--- src/rtl/spi_apb_initiator_pkg.sv ---
// Shared types for the SPI APB initiator: request/response records and FSM states.
package spi_apb_initiator_pkg;

  localparam int unsigned SPI_PADDR_WIDTH = 5;
  localparam int unsigned SPI_DATA_WIDTH  = 32;

  typedef struct packed {
    logic                      write;
    logic [SPI_PADDR_WIDTH-1:0] addr;
    logic [SPI_DATA_WIDTH-1:0]  wdata;
    logic [3:0]                strb;
    logic [2:0]                prot;
  } apb_req_type;

  typedef struct packed {
    logic [SPI_DATA_WIDTH-1:0] rdata;
    logic                      err;
    logic                      timeout;
  } apb_rsp_type;

  typedef enum logic [1:0] {
    IDLE,
    SETUP,
    ACCESS
  } apb_mst_state;

endpackage

--- src/rtl/spi_apb_cmd_fifo.sv ---
// Synchronous command FIFO of apb_req_type; extra pointer MSB separates full from empty.
module spi_apb_cmd_fifo
  import spi_apb_initiator_pkg::*;
#(
  parameter int unsigned CMD_DEPTH = 4
) (
  input  logic        pclk,
  input  logic        preset,
  input  logic        i_push,
  input  apb_req_type i_data,
  input  logic        i_pop,
  output logic        o_full,
  output logic        o_empty,
  output apb_req_type o_head
);

  localparam int unsigned AW = $clog2(CMD_DEPTH);
  localparam logic [AW:0] PTR_ONE = {{AW{1'b0}}, 1'b1};

  logic [AW:0] r_wr_ptr;
  logic [AW:0] r_rd_ptr;
  apb_req_type r_mem [CMD_DEPTH];

  always_ff @(posedge pclk or posedge preset) begin
    if (preset) begin
      r_wr_ptr <= '0;
      r_rd_ptr <= '0;
    end else begin
      if (i_push && !o_full)
        r_wr_ptr <= r_wr_ptr + PTR_ONE;
      if (i_pop && !o_empty)
        r_rd_ptr <= r_rd_ptr + PTR_ONE;
    end
  end

  always_ff @(posedge pclk) begin
    if (i_push && !o_full)
      r_mem[r_wr_ptr[AW-1:0]] <= i_data;
  end

  assign o_empty = (r_wr_ptr == r_rd_ptr);
  assign o_full  = (r_wr_ptr[AW] != r_rd_ptr[AW]) &&
                   (r_wr_ptr[AW-1:0] == r_rd_ptr[AW-1:0]);
  assign o_head  = r_mem[r_rd_ptr[AW-1:0]];

endmodule

--- src/rtl/spi_apb_initiator.sv ---
// APB initiator for the SPI register port: command FIFO, SETUP/ACCESS sequencing, one response per command.
// Optional ACCESS-phase watchdog enabled by defining SPI_APB_TIMEOUT_EN.
module spi_apb_initiator
  import spi_apb_initiator_pkg::*;
#(
  parameter int unsigned CMD_DEPTH      = 4,
  parameter int unsigned TIMEOUT_CYCLES = 16
) (
  input  logic        pclk,
  input  logic        preset,
  input  logic        req_valid,
  output logic        req_ready,
  input  logic        req_write,
  input  logic [4:0]  req_addr,
  input  logic [31:0] req_wdata,
  input  logic [3:0]  req_strb,
  input  logic [2:0]  req_prot,
  output logic        rsp_valid,
  input  logic        rsp_ready,
  output logic [31:0] rsp_rdata,
  output logic        rsp_err,
  output logic        rsp_timeout,
  output logic        busy,
  output logic        psel,
  output logic        penable,
  output logic        pwrite,
  output logic [4:0]  paddr,
  output logic [2:0]  pprot,
  output logic [31:0] pwdata,
  output logic [3:0]  pstrb,
  input  logic [31:0] prdata,
  input  logic        pready,
  input  logic        pslverr
);

  apb_mst_state r_state, w_state_next;
  apb_req_type  w_req, w_head, r_apb;
  apb_rsp_type  w_rsp_next, r_rsp;
  logic         r_rsp_valid;
  logic         w_full, w_empty, w_push, w_pop, w_load, w_rsp_load, w_timeout;

  assign w_req     = {req_write, req_addr, req_wdata, req_strb, req_prot};
  assign req_ready = !w_full && !preset;
  assign w_push    = req_valid && req_ready;

  spi_apb_cmd_fifo #(.CMD_DEPTH(CMD_DEPTH)) u_cmd_fifo (
    .pclk    (pclk),
    .preset  (preset),
    .i_push  (w_push),
    .i_data  (w_req),
    .i_pop   (w_pop),
    .o_full  (w_full),
    .o_empty (w_empty),
    .o_head  (w_head)
  );

`ifdef SPI_APB_TIMEOUT_EN
  localparam int unsigned CW = $clog2(TIMEOUT_CYCLES + 1);
  logic [CW-1:0] r_wait_cnt;

  always_ff @(posedge pclk or posedge preset) begin
    if (preset)
      r_wait_cnt <= '0;
    else if (r_state == SETUP)
      r_wait_cnt <= '0;
    else if (r_state == ACCESS && !pready)
      r_wait_cnt <= r_wait_cnt + {{(CW-1){1'b0}}, 1'b1};
  end

  // Fires in the TIMEOUT_CYCLES-th ACCESS cycle; pready in that cycle still wins.
  assign w_timeout = (r_state == ACCESS) && !pready &&
                     (r_wait_cnt == CW'(TIMEOUT_CYCLES - 1));
`else
  logic w_unused_timeout;
  assign w_unused_timeout = (TIMEOUT_CYCLES > 0);
  assign w_timeout        = 1'b0;
`endif

  always_ff @(posedge pclk or posedge preset) begin
    if (preset) r_state <= IDLE;
    else        r_state <= w_state_next;
  end

  always_comb begin
    w_state_next = r_state;
    w_load       = 1'b0;
    w_pop        = 1'b0;
    w_rsp_load   = 1'b0;
    w_rsp_next   = '0;
    case (r_state)
      IDLE: begin
        if (!w_empty && (!r_rsp_valid || rsp_ready)) begin
          w_state_next = SETUP;
          w_load       = 1'b1;
        end
      end
      SETUP: w_state_next = ACCESS;
      ACCESS: begin
        if (pready) begin
          w_state_next     = IDLE;
          w_pop            = 1'b1;
          w_rsp_load       = 1'b1;
          w_rsp_next.rdata = r_apb.write ? '0 : prdata;
          w_rsp_next.err   = pslverr;
        end else if (w_timeout) begin
          w_state_next       = IDLE;
          w_pop              = 1'b1;
          w_rsp_load         = 1'b1;
          w_rsp_next.err     = 1'b1;
          w_rsp_next.timeout = 1'b1;
        end
      end
      default: w_state_next = IDLE;
    endcase
  end

  always_ff @(posedge pclk or posedge preset) begin
    if (preset)      r_apb <= '0;
    else if (w_load) r_apb <= w_head;
  end

  always_ff @(posedge pclk or posedge preset) begin
    if (preset) begin
      r_rsp       <= '0;
      r_rsp_valid <= 1'b0;
    end else if (w_rsp_load) begin
      r_rsp       <= w_rsp_next;
      r_rsp_valid <= 1'b1;
    end else if (r_rsp_valid && rsp_ready) begin
      r_rsp_valid <= 1'b0;
    end
  end

  assign psel        = (r_state != IDLE);
  assign penable     = (r_state == ACCESS);
  assign pwrite      = r_apb.write;
  assign paddr       = r_apb.addr;
  assign pwdata      = r_apb.wdata;
  assign pstrb       = r_apb.strb;
  assign pprot       = r_apb.prot;
  assign rsp_valid   = r_rsp_valid;
  assign rsp_rdata   = r_rsp.rdata;
  assign rsp_err     = r_rsp.err;
  assign rsp_timeout = r_rsp.timeout;
  assign busy        = (r_state != IDLE) || !w_empty || r_rsp_valid;

endmodule

--- config.mk ---
export PLATFORM = sky130hd
export DESIGN_NAME = spi_apb_initiator
export DESIGN_NICKNAME = d
export VERILOG_FILES = /design/src/rtl/spi_apb_initiator_pkg.sv /design/src/rtl/spi_apb_cmd_fifo.sv /design/src/rtl/spi_apb_initiator.sv
export SDC_FILE = /design/constraint.sdc
export NUM_CORES = 1
export LEC_CHECK = 0
export ABC_AREA = 1
export CORE_MARGIN = 1.5
export CORE_UTILIZATION = 68
export CTS_CLUSTER_DIAMETER = 50
export DETAILED_ROUTE_END_ITERATION = 8
export DONT_BUFFER_PORTS = 1
export PLACE_DENSITY = 0.89
export SYNTH_ARGS = -nofsm -noshare
export SYNTH_HDL_FRONTEND = slang
export SYNTH_SLANG_ARGS = --single-unit
export TNS_END_PERCENT = 10
--- constraint.sdc ---
create_clock -name pclk -period 6.65 [get_ports pclk]
set_input_delay 0.9975 -clock pclk [delete_from_list [all_inputs] [get_ports pclk]]
set_output_delay 0.9975 -clock pclk [all_outputs]
set_load 0.005 [all_outputs]
==> results of run 1 <==
## layout by cell type (no fill, tap or decap), types with 2 or more instances in the layout
cell and count:
clkbuf_16 28, clkbuf_1 5, inv_1 16, bufinv_16 2
clkinv_2 6, clkinv_4 2, clkinvlp_4 2, nand4_1 3
ha_1 5, dfrtp_1 85, nor2_1 183, clkinv_1 2
buf_4 8, nand2_1 225, inv_2 2, nand3_1 81
edfxtp_1 180, xor2_1 2, nor2_4 5, o21ai_0 91
## stage by stage
stage | utilization (%) | instance area, µm² | setup slack (ns)
final | 75.6 | 11500 | 2.33
after global routing | 75.6 | 11500 | 2.06
after CTS | 75.6 | 11500 | 2.34
after detailed placement | 69.8 | 10600 | 2.89
after global placement | 69.8 | 10600 | 2.91
after floorplan | - | 10500 | 0.899
## worst paths after layout
path | from | to | slack [ns] | cells past startpoint
worst max-delay path | u_cmd_fifo.r_rd_ptr[0] | busy | 2.33 | 7
worst min-delay path | preset | pstrb[3] | 0.42 | 1
worst max register to register | u_cmd_fifo.r_rd_ptr[0] | paddr[4] | 3.14 | 8
worst min register to register | r_state[1] | r_state[1] | 0.48 | 1
max in group asynchronous | preset | pwdata[14] | 5.22 | 2
min in group pclk | r_state[1] | r_state[1] | 0.48 | 1
## logic make-up after synthesis
| family | Yosys count | share of synthesized area (%) |
|---|---|---|
| AND/OR/NAND/NOR | 501 | 19.2 |
| flip-flops | 267 | 72.0 |
| AO/OA/AOI/OAI | 92 | 4.37 |
| buffers and inverters | 73 | 3.56 |
| adder cells (fa/ha/maj) | 5 | 0.594 |
| XOR/XNOR | 3 | 0.249 |
| other | 1 | 0.0356 |
## cell type report
cell class                      count  share of cell area (%)
Clock buffer                       35                    6.47
Clock inverter                     14                    1.20
Inverter                           20                   0.677
Multi-Input combinational cell    602                    22.8
Sequential cell                   267                    66.3
Tap cell                          188                    2.05
Timing Repair Buffer                8                   0.524
## worst max-delay path, stage by stage, from the launching register on
cell and delay [ns]:
dfrtp_4 0.85, inv_2 0.13, buf_4 0.62, nand2_1 0.11
nand2_1 0.14, nand3b_4 0.54, nor2_1 0.26, nand2_1 0.10
## per-layer routing
metal	up-vias	track usage [%]	share of wire (%)
met5	-	0	0
met4	0	9.49	2.1
met3	41	6.16	10
met2	360	46.0	50
li1	3118	-	-
met1	3127	32.1	37
## state kept, by name, indices dropped and copies added (netlist names), 2 cells and up
register and count:
paddr 5, pprot 3, pstrb 4, pwdata 32, r_state 2, rsp_rdata 32
u_cmd_fifo.r_mem 180, u_cmd_fifo.r_rd_ptr 3, u_cmd_fifo.r_wr_ptr 3
## power by group
part,switching (W),total [W],internal [W]
registers,0.000353,0.00252,0.00216
clock network,0.000598,0.00147,0.000868
logic,0.000993,0.00143,0.000436
total,0.00194,0.00541,0.00347
==> impl_metrics.yaml, run 1 <==
status:
  status: "complete, no violations"
synthesis:
  yosysTopAreaCell: "edfxtp_1"
  synth_ff_type: "edfxtp_1"
  synthCells: 942
  ys_top_cells_by_area: "edfxtp_1, dfrtp_1, nand2_1"
  yosysSeqAreaShare_pct: 72.0
  avgSynthCellArea_um2: 11.2
  postSynth.asyncResetShare_pct: 32.6
  synth_seq_cells: 267
  synth_enable_flop_cells: 180
  synthesis.nets: 1030
  syn_area_um2: 10500
  ys_types: 23
  synth_top_area_share_pct: 51.3
  yosysWarningCount: 0
  yosysMostFrequentCell: "nand2_1"
  netlist_top_cells_count: "nand2_1, nor2_1, edfxtp_1"
route:
  route.detailed.drc: 0
  dr.pass1.iters: 6
  drtIter0Drc: 529
  ant_nets: 0
  wl_um: 21600
  vias: 6646
  routedWlPerCell_um: 19.0
  vias_per_cell: 5.86
setup_path:
  end_kind: "primary output"
  start_kind: "flop"
  crit_type: "flop to primary output"
  crit_fanout: 94
  cp.arrival_ns: 3.32
  cp_data_required_time_ns: 5.65
power:
  ir_drop_v: 0.000327
  power_w: 0.00541
  p_leak_nw: 4.72
  pwr_density_cell_nw_per_um2: 473
final_layout:
  nets: 1014
  area_growth_pct: 8.67
  fin_cells: 1134
  final_layout_size_suffix_gt1_share_pct: 6.87
  n_fill_cell: 895
  diodes: 0
  multi_input_area_um2: 2610
  sequential_cell_area_um2: 7590
clock_network:
  clock_sinks: 267
  path_clk_slew_ns: 0.06
  cts_buffers: 27
  hold_buffers: 0
  postCtsResizedCells: 0
  cts_buffer_depth: 3
  clk-insertion-delay-late_ns: 0.52
  ctsHtreeMaxLevel: 1
  cts_setup_buffers: 0
  root_buffer: "clkbuf_16"
  cts_tree: "yes"
sta:
  setup_viol: 0
  rsz0062_at_grt: "no"
  fin_crit_sh_pct: 65.0
  fmax_mhz: 231
  worst-slew-pin-transition_ns: 1.08
  maxSlewHeadroom_pct: 28.2
  holdWs_ns: 0.417
  final_max_slew_viol_count: 0
  min_period_ns: 4.32
  finClkSkew_ns: 0.0106
  hold_viol_final: 0
  setup_tns_ns: 0
die:
  ios: 167
  num_rows: 45
  start_util_pct: 69.6
  core_um2: 15100
  die_area_um2: 16300
  fp.dieH_um: 127
  die_w_um: 127
global_route:
  antenna_found_initial: 1
  grt_max_degree: 95
  grt_overflow: 0
  track_usage_pct: 26.3
  grt_pass1_vias: 6609
  grt_pass1_wl_um: 33000
min_path:
  hp-class: "primary input to asynchronous set/reset pin"
placed_design:
  gp_congestion: 0.757
  hpwl_um: 11700
  placed_cells: 1085
  io_buffers: 0
run:
  drv_cap: 0
Power figures use the tool's default switching activity.
==> inputs of run 2 (changes only) <==
--- a/config.mk
+++ b/config.mk
@@ -7,11 +7,11 @@
 export LEC_CHECK = 0
 export ABC_AREA = 1
 export CORE_MARGIN = 1.5
-export CORE_UTILIZATION = 68
+export CORE_UTILIZATION = 63
 export CTS_CLUSTER_DIAMETER = 50
 export DETAILED_ROUTE_END_ITERATION = 8
 export DONT_BUFFER_PORTS = 1
-export PLACE_DENSITY = 0.89
+export PLACE_DENSITY = 0.84
 export SYNTH_ARGS = -nofsm -noshare
 export SYNTH_HDL_FRONTEND = slang
 export SYNTH_SLANG_ARGS = --single-unit
==> constraint.sdc (replaced) <==
create_clock -name pclk -period 4 [get_ports pclk]
set_input_delay 0.6 -clock pclk [delete_from_list [all_inputs] [get_ports pclk]]
set_output_delay 0.6 -clock pclk [all_outputs]
set_load 0.005 [all_outputs]
==> run 2 against run 1 <==
Compared with the run above:
- die area grew 7.7%
- hold slack lost 0.30 ns
- sequential share of layout area shrank 0.15 points
- critical endpoint unchanged
- first-iteration DRC count grew 16%
- setup slack lost 1.2 ns
- combinational power grew 80%
==> impl_metrics.yaml, run 2 (same netlist as run 1, synthesis figures left out) <==
sta:
  final_max_slew_viol_count: 0
  min_period_ns: 2.90
  holdWs_ns: 0.122
  rsz0062_at_grt: "no"
  fmax_mhz: 344
  fin_crit_sh_pct: 72.6
  finClkSkew_ns: 0.0117
  setup_tns_ns: 0
  worst-slew-pin-transition_ns: 0.989
  setup_viol: 0
  maxSlewHeadroom_pct: 34.1
  fin_ws_ns: 1.10
  hold_viol_final: 0
global_route:
  grt_pass1_vias: 6777
  use_met1_pct: 30.6
  grtUsageMet3_pct: 6.31
  grt_use_met2_pct: 44.1
  grt_max_degree: 93
  grt_overflow: 0
  track_usage_pct: 25.1
  grt_pass1_wl_um: 34500
  top_usage_layer: "met2"
  antenna_found_initial: 0
setup_path:
  start_kind: "flop"
  crit_fanout: 51
  crit_type: "flop to primary output"
  cp_data_required_time_ns: 3.40
  end_kind: "primary output"
  cp.arrival_ns: 2.30
placed_design:
  dpl_cell_area_um2: 10600
  io_buffers: 0
  placed_cells: 1121
  detailedPlace.worstSlack_ns: 1.50
  gp_congestion: 0.784
  hpwl_um: 13100
route:
  vias: 6710
  route.detailed.drc: 0
  drtIter0Drc: 615
  vias_per_cell: 5.74
  wl_um: 21800
  ant_nets: 0
  dr.pass1.iters: 5
  routedWlPerCell_um: 18.6
clock_network:
  path_clk_slew_ns: 0.07
  postCtsResizedCells: 0
  root_buffer: "clkbuf_16"
  clock_sinks: 267
  ctsHtreeMaxLevel: 1
  hold_buffers: 0
  cts_buffer_depth: 3
  cts_buffers: 26
  cts_tree: "yes"
  clk-insertion-delay-late_ns: 0.53
  cts_setup_buffers: 0
die:
  die_area_um2: 17500
  start_util_pct: 64.0
  die_w_um: 132
  core_um2: 16500
  fp.dieH_um: 132
  num_rows: 47
  ios: 167
run:
  drv_cap: 0
final_layout:
  area_growth_pct: 8.92
  final_layout_size_suffix_gt1_share_pct: 7.06
  nets: 1017
  diodes: 0
  largest_reg_flops: 180
  final_cell_mix: "nand2_1, nor2_1, edfxtp_1"
  fin_cells: 1169
  final_common_cell: "nand2_1"
  fin_area_um2: 11500
power:
  p_leak_nw: 4.71
  pwr_density_cell_nw_per_um2: 775
  ir_drop_v: 0.000576
status:
  status: "complete, no violations"
min_path:
  hp-class: "primary input to asynchronous set/reset pin"
==> run 2: cell count changes in the layout (fill, tap and decap cells not counted) <==
cell        delta
buf_4          +4
clkbuf_16      -2
clkbuf_8       +2
bufinv_16      -1
clkbuf_1       +1
clkbuf_4       -1
clkinv_2       -1
clkinv_4       -1
clkinv_8       +1
clkinvlp_4     +1
inv_4          -1
inv_6          +1
==> run 2: path summary, 6_finish.rpt <==
kind	startpoint	to	slack [ns]	cells past startpoint
worst max register to register	u_cmd_fifo.r_wr_ptr[0]	u_cmd_fifo.r_mem[0][29]	1.48	7
worst min-delay path	preset	rsp_rdata[13]	0.12	2
worst max-delay path	u_cmd_fifo.r_wr_ptr[1]	busy	1.10	4
max in group asynchronous	preset	u_cmd_fifo.r_rd_ptr[0]	2.74	3
min in group pclk	req_addr[1]	u_cmd_fifo.r_mem[2][40]	0.16	0
worst min register to register	r_state[1]	r_state[1]	0.48	1
==> run 2: per-stage QoR <==
step	util, %	power [W]
2_1_floorplan	-	0.00602
3_3_place_gp	64.6	0.00645
3_5_place_dp	64.6	0.00659
4_1_cts	69.7	0.00894
5_1_grt	69.7	0.00944
6_report	69.7	0.00889
==> run 2: critical path, stage by stage, from the launching register on <==
cell and delay, ns:
dfrtp_1 0.44, xnor2_1 0.35, nand3b_4 0.59, nor2_1 0.29, nand2_1 0.10
==> run 2: final cells by class <==
type,instances,area (µm²)
sequential,267,7590
fill,1098,4990
multi-input combinational,602,2610
clock buffer,35,714
tap,220,275
clock inverter,13,119
timing repair buffer,12,90.1
inverter,20,78.8
==> run 2: routing by layer <==
metal,vias up,part of all wire (%)
met2,296,51
met3,38,8.3
met1,3248,39
met4,0,2.4
met5,-,0
li1,3128,-
==> run 2: power breakdown <==
part,leakage (nW),switching [W],total (W),internal (W)
combinational,1.58,0.00185,0.00258,0.000735
sequential,2.72,0.000373,0.00397,0.00360
clock,0.406,0.00101,0.00234,0.00133
